## config.mk

```make
export PLATFORM = sky130hd
export DESIGN_NAME = result_scroll_buffer
export DESIGN_NICKNAME = d
export VERILOG_FILES = /design/src/rtl/result_scroll_buffer.sv
export SDC_FILE = /design/constraint.sdc
export NUM_CORES = 1
export LEC_CHECK = 0
export BUFFER_PORTS_ARGS = -buffer_cell sky130_fd_sc_hd__buf_2
export CORE_ASPECT_RATIO = 1.2
export CORE_MARGIN = 2
export CORE_UTILIZATION = 45
export CTS_BUF_LIST = sky130_fd_sc_hd__clkbuf_8
export DETAILED_ROUTE_END_ITERATION = 10
export SETUP_SLACK_MARGIN = 0.3
export SLEW_MARGIN = 20
export SYNTH_ARGS = -nofsm -noshare
export SYNTH_HDL_FRONTEND = slang
export SYNTH_SLANG_ARGS = --single-unit
```

## constraint.sdc

```tcl
create_clock -name clock -period 4.05 [get_ports clock]
set_input_delay 0.2025 -clock clock [delete_from_list [all_inputs] [get_ports clock]]
set_output_delay 0.2025 -clock clock [all_outputs]
set_load 0.03 [all_outputs]
```

## src/rtl/result_scroll_buffer.sv

```systemverilog
// result_scroll_buffer: holds the calculator result matrix and lets the
// user scroll through the stored elements with debounced next/prev buttons.

module result_scroll_debounce #(
    parameter int DB_CYCLES = 16
) (
    input  logic clock,
    input  logic reset_n,
    input  logic raw,
    output logic press
);
    localparam int CW = $clog2(DB_CYCLES + 1);
    localparam logic [CW-1:0] RUN_MAX = CW'(DB_CYCLES);
    localparam logic [CW-1:0] RUN_ONE = CW'(1);

    logic          raw_q;
    logic          level;
    logic [CW-1:0] cnt;
    logic [CW-1:0] run;

    // length of the current stable run including this cycle, saturating
    always_comb begin
        run = cnt;
        if (raw != raw_q) begin
            run = RUN_ONE;
        end else if (cnt != RUN_MAX) begin
            run = cnt + RUN_ONE;
        end
    end

    // adopt the raw level once stable long enough; pulse on a new press
    always_ff @(posedge clock or negedge reset_n) begin
        if (!reset_n) begin
            raw_q <= 1'b0;
            cnt   <= '0;
            level <= 1'b0;
            press <= 1'b0;
        end else begin
            raw_q <= raw;
            cnt   <= run;
            press <= 1'b0;
            if (run == RUN_MAX && raw != level) begin
                level <= raw;
                press <= raw;
            end
        end
    end
endmodule

module result_scroll_buffer #(
    parameter int DATA_W    = 5,
    parameter int IDX_W     = 4,
    parameter int DB_CYCLES = 16
) (
    input  logic              clock,
    input  logic              reset_n,
    input  logic [DATA_W-1:0] res_data,
    input  logic [IDX_W-1:0]  res_index,
    input  logic              res_valid,
    input  logic              res_finish,
    input  logic              res_error,
    input  logic              btn_next,
    input  logic              btn_prev,
    input  logic              clear,
    output logic [DATA_W-1:0] disp_data,
    output logic [IDX_W-1:0]  disp_index,
    output logic              disp_valid,
    output logic [IDX_W:0]    count,
    output logic              err_flag
);
    localparam int DEPTH = 2 ** IDX_W;
    localparam logic [IDX_W-1:0] PTR_ONE = IDX_W'(1);
    localparam logic [IDX_W:0]   CNT_ONE = (IDX_W + 1)'(1);

    typedef enum logic [1:0] {
        IDLE,
        CAPTURE,
        BROWSE,
        ERROR
    } state_t;

    state_t            state;
    state_t            state_nx;
    logic [IDX_W-1:0]  ptr;
    logic [IDX_W-1:0]  ptr_nx;
    logic [IDX_W-1:0]  ptr_inc;
    logic [IDX_W-1:0]  ptr_dec;
    logic [IDX_W:0]    count_nx;
    logic [IDX_W:0]    idx_plus;
    logic [IDX_W:0]    last;
    logic              wr_en;
    logic              next_p;
    logic              prev_p;
    logic [DATA_W-1:0] rd_data;
    logic [DATA_W-1:0] disp_nx;
    logic [DATA_W-1:0] mem [DEPTH];

    result_scroll_debounce #(.DB_CYCLES(DB_CYCLES)) u_db_next (
        .clock   (clock),
        .reset_n (reset_n),
        .raw     (btn_next),
        .press   (next_p)
    );

    result_scroll_debounce #(.DB_CYCLES(DB_CYCLES)) u_db_prev (
        .clock   (clock),
        .reset_n (reset_n),
        .raw     (btn_prev),
        .press   (prev_p)
    );

    // wrap-around pointer steps within the stored element range
    always_comb begin
        idx_plus = {1'b0, res_index} + CNT_ONE;
        last     = count - CNT_ONE;
        ptr_inc  = ({1'b0, ptr} == last) ? '0 : ptr + PTR_ONE;
        ptr_dec  = (ptr == '0) ? last[IDX_W-1:0] : ptr - PTR_ONE;
    end

    // next-state, pointer, count and write-enable decode
    always_comb begin
        state_nx = state;
        ptr_nx   = ptr;
        count_nx = count;
        wr_en    = 1'b0;
        if (clear) begin
            state_nx = IDLE;
            ptr_nx   = '0;
            count_nx = '0;
        end else if (res_error) begin
            state_nx = ERROR;
            ptr_nx   = '0;
        end else begin
            case (state)
                IDLE: begin
                    if (res_valid) begin
                        wr_en    = 1'b1;
                        count_nx = idx_plus;
                        state_nx = CAPTURE;
                    end
                end
                CAPTURE: begin
                    if (res_valid) begin
                        wr_en = 1'b1;
                        if (idx_plus > count) begin
                            count_nx = idx_plus;
                        end
                    end
                    if (res_finish && count_nx != '0) begin
                        state_nx = BROWSE;
                        ptr_nx   = '0;
                    end
                end
                BROWSE: begin
                    if (res_valid) begin
                        wr_en    = 1'b1;
                        count_nx = idx_plus;
                        ptr_nx   = '0;
                        state_nx = CAPTURE;
                    end else if (next_p && !prev_p) begin
                        ptr_nx = ptr_inc;
                    end else if (prev_p && !next_p) begin
                        ptr_nx = ptr_dec;
                    end
                end
                default: begin
                end
            endcase
        end
    end

    // display word lags the pointer by one cycle; forward a same-cycle write
    always_comb begin
        rd_data = mem[ptr];
        if (wr_en && res_index == ptr) begin
            rd_data = res_data;
        end
        disp_nx = (state_nx == BROWSE) ? rd_data : '0;
    end

    // result element storage, contents undefined after reset
    always_ff @(posedge clock) begin
        if (wr_en) begin
            mem[res_index] <= res_data;
        end
    end

    // state, pointer, count and display registers
    always_ff @(posedge clock or negedge reset_n) begin
        if (!reset_n) begin
            state     <= IDLE;
            ptr       <= '0;
            count     <= '0;
            disp_data <= '0;
        end else begin
            state     <= state_nx;
            ptr       <= ptr_nx;
            count     <= count_nx;
            disp_data <= disp_nx;
        end
    end

    assign disp_index = ptr;
    assign disp_valid = (state == BROWSE);
    assign err_flag   = (state == ERROR);
endmodule

```

==> reports/results.ini <==
[grt]
grt_antenna_before_repair=0
grt_max_degree=33
grt-ovfl-total=0
grt_pass1_vias=3370
grt_usage=0.178
grt_pass1_wl_mm=17.9

[timing]
post-route-min-period_ns=2.54
fmax_mhz=393
setup_tns_ns=0
hold_violations=0
rsz0062_at_grt=false
period_share=0.628
skew_ns=0.0118
relSlewSlack=0.451
tightest_slew_ns=0.817
setup_viol=0
maxSlewViolCount=0

[hold_path]
holdCritStartpoint=btn_next
holdPathStages=1
min_to=u_db_next.raw_q$_DFF_PN0_
hp-class=input port to flop

[clocking]
cts_resized=0
cts_max_level=3
cts-root-buf=clkbuf_8
cts_buffers=9
clk_latency_ns=0.37
postCtsSetupBuffers=0
cts_sinks=112
clk_pin_slew_worst_paths_ns=0.10
cts_tree=built
clockBufferDepth=2
postCtsHoldBufs=1

[pwr]
finalPower_w=0.00224
p_leak_nw=2.30
vdd_drop_max_v=0.000179
powerDensity_mw_per_mm2=374

[placement]
numPortBuffers=32
place_congestion=0.817
dp_hpwl_mm=7.77

[synthesis]
avgSynthCellArea_um2=14.0
synth.cell_area_mm2=0.00552
synth_edf_count=80
ys_seq_area_frac=0.580
synthDistinctLibCells=52
yosysWarnings=0
synth_nets=433
ys_ff_latch=112
synth_cells=395
synth_flop_cell=edfxtp_1
async_flop_share=0.286

[finish]
drive_above_1_share=0.153
fin_util=0.496
insertedDiodeCount=0
synthToLayoutAreaGrowth_pct=8.46
nFillCells=1036
multi_input_area_mm2=0.00211
seqCellArea_mm2=0.00320
final_common_cell=edfxtp_1
final_cell_mix=edfxtp_1 (80), nor2_1 (39), dfrtp_1 (32), buf_2 (32), a21oi_1 (22)
layout.nets=465

[setup_path]
worst-path-buf-inv=0
endpoint_kind=flop
path_delay_family=simple AND/OR/NAND/NOR gates
path_cells=ha_1, nor2b_1, and2_1, nand2_1, nor3_1
max_stage_delay_ns=0.66
crit_fanout=7
regToRegStartpoint=state[0]$_DFF_PN0_
rr_worst_depth=5
regToRegSetupSlack_ns=1.51
crit_type=flop to flop
arrival_ns=2.55
critical_path_required_ns=4.05
critPathSlowestCell=nor3_1
r2r-end=mem[0][3]$_DFFE_PP_
critPathLaunchType=flop

[floorplan]
core_area_mm2=0.0121
pin_count=33
dieArea_mm2=0.0132
die_x_um=105
fp-row-count=44
die_h_um=125
initial_utilization=0.458

[routing]
routed-via-count=3249
drc_errors=0
wl_per_cell_um=18.3
drt-initial-drc-count=181
firstDrtPassIters=4
routed_via_density=5.48
ant_nets=0
wl_mm=10.9

[run]
drv_cap=0

[outcome]
run_status=complete, no violations

cell usage after synthesis, drive strengths merged, types with 4 or more instances:
cell | n | area share
edfxtp | 80 | 0.44
nor2 | 39 | 0.027
dfrtp | 32 | 0.15
mux4 | 25 | 0.11
a21oi | 23 | 0.022
ha | 21 | 0.048
inv | 21 | 0.014
nand2 | 21 | 0.016
xor2 | 16 | 0.025
o21ai | 13 | 0.012
nor3 | 12 | 0.011
buf | 10 | 0.017
mux2i | 10 | 0.018
nand3 | 10 | 0.0091
xnor2 | 8 | 0.013
and2 | 5 | 0.0057
nand2b | 5 | 0.0057
nand3b | 5 | 0.0068
clkbuf | 4 | 0.0052
cell type report:
| type | instances | area share |
|---|---|---|
| clock inverters | 7 | 0.0134 |
| flip-flops and latches | 112 | 0.535 |
| inverters | 21 | 0.0132 |
| multi-input cells | 248 | 0.353 |
| repair buffers | 35 | 0.0309 |
| well taps | 161 | 0.0337 |
| clock buffers | 9 | 0.0207 |
power by group:
group,internal [W],switching (W)
registers,0.00125,0.0000303
logic,0.000108,0.000166
clock network,0.000294,0.000386
total,0.00166,0.000582
logic make-up after synthesis:
logic type      share of synthesized area
xor+xnor                           0.0422
flops                               0.580
fa+ha+maj                          0.0476
mux                                 0.134
compound gates                     0.0626
simple gates                       0.0966
buf+inv                            0.0367
how the worst max path moves through the flow:
| stage | startpoint | endpoint | slack, ns | cells after the start |
|---|---|---|---|---|
| floorplan | res_index[2] | disp_index[0]$_DFFE_PN0P_ | 1.66 | 11 |
| global route | state[0]$_DFF_PN0_ | mem[0][4]$_DFFE_PP_ | 1.30 | 5 |
| detailed placement | res_index[0] | disp_index[3]$_DFFE_PN0P_ | 1.31 | 11 |
| CTS | state[0]$_DFF_PN0_ | mem[0][4]$_DFFE_PP_ | 1.52 | 5 |
| global placement | res_index[0] | disp_data[0]$_DFF_PN0_ | 1.39 | 11 |
| finish | state[0]$_DFF_PN0_ | mem[0][3]$_DFFE_PP_ | 1.51 | 5 |
registers in the layout (all words and copies together) (netlist names), 2 cells and up:
name	flops
mem	80
state	2
disp_index	4
disp_data	5
count	5
u_db_prev.cnt	5
u_db_next.cnt	5
routing by layer:
layer / track usage / wire, um / vias to the layer above / share of wire
met1: 0.222 / 4620 / 1618 / 0.42
met5: 0 / 0 / - / 0
met3: 0.0276 / 399 / 15 / 0.037
met4: 0.0573 / 228 / 0 / 0.021
met2: 0.317 / 5630 / 73 / 0.52
li1: - / - / 1543 / -
stage by stage:
step | area (um^2) | worst slack (ns) | hold WS, ns | cells
after floorplan | 5520 | 1.66 | -0.0931 | 395
after global placement | 5770 | 1.39 | 0.297 | 576
after detailed placement | 5770 | 1.31 | 0.304 | 576
after CTS | 5980 | 1.52 | 0.00111 | 593
after global routing | 5980 | 1.30 | 0.00255 | 593
final | 5980 | 1.51 | 0.0187 | 593
worst reg2reg max path: stages, from the launching register on:
cell and delay, ns:
dfrtp_1 0.48, ha_1 0.30, nor2b_1 0.25, and2_1 0.30, nand2_1 0.19, nor3_1 0.66
Note: power is estimated with default switching activity, not from simulation.
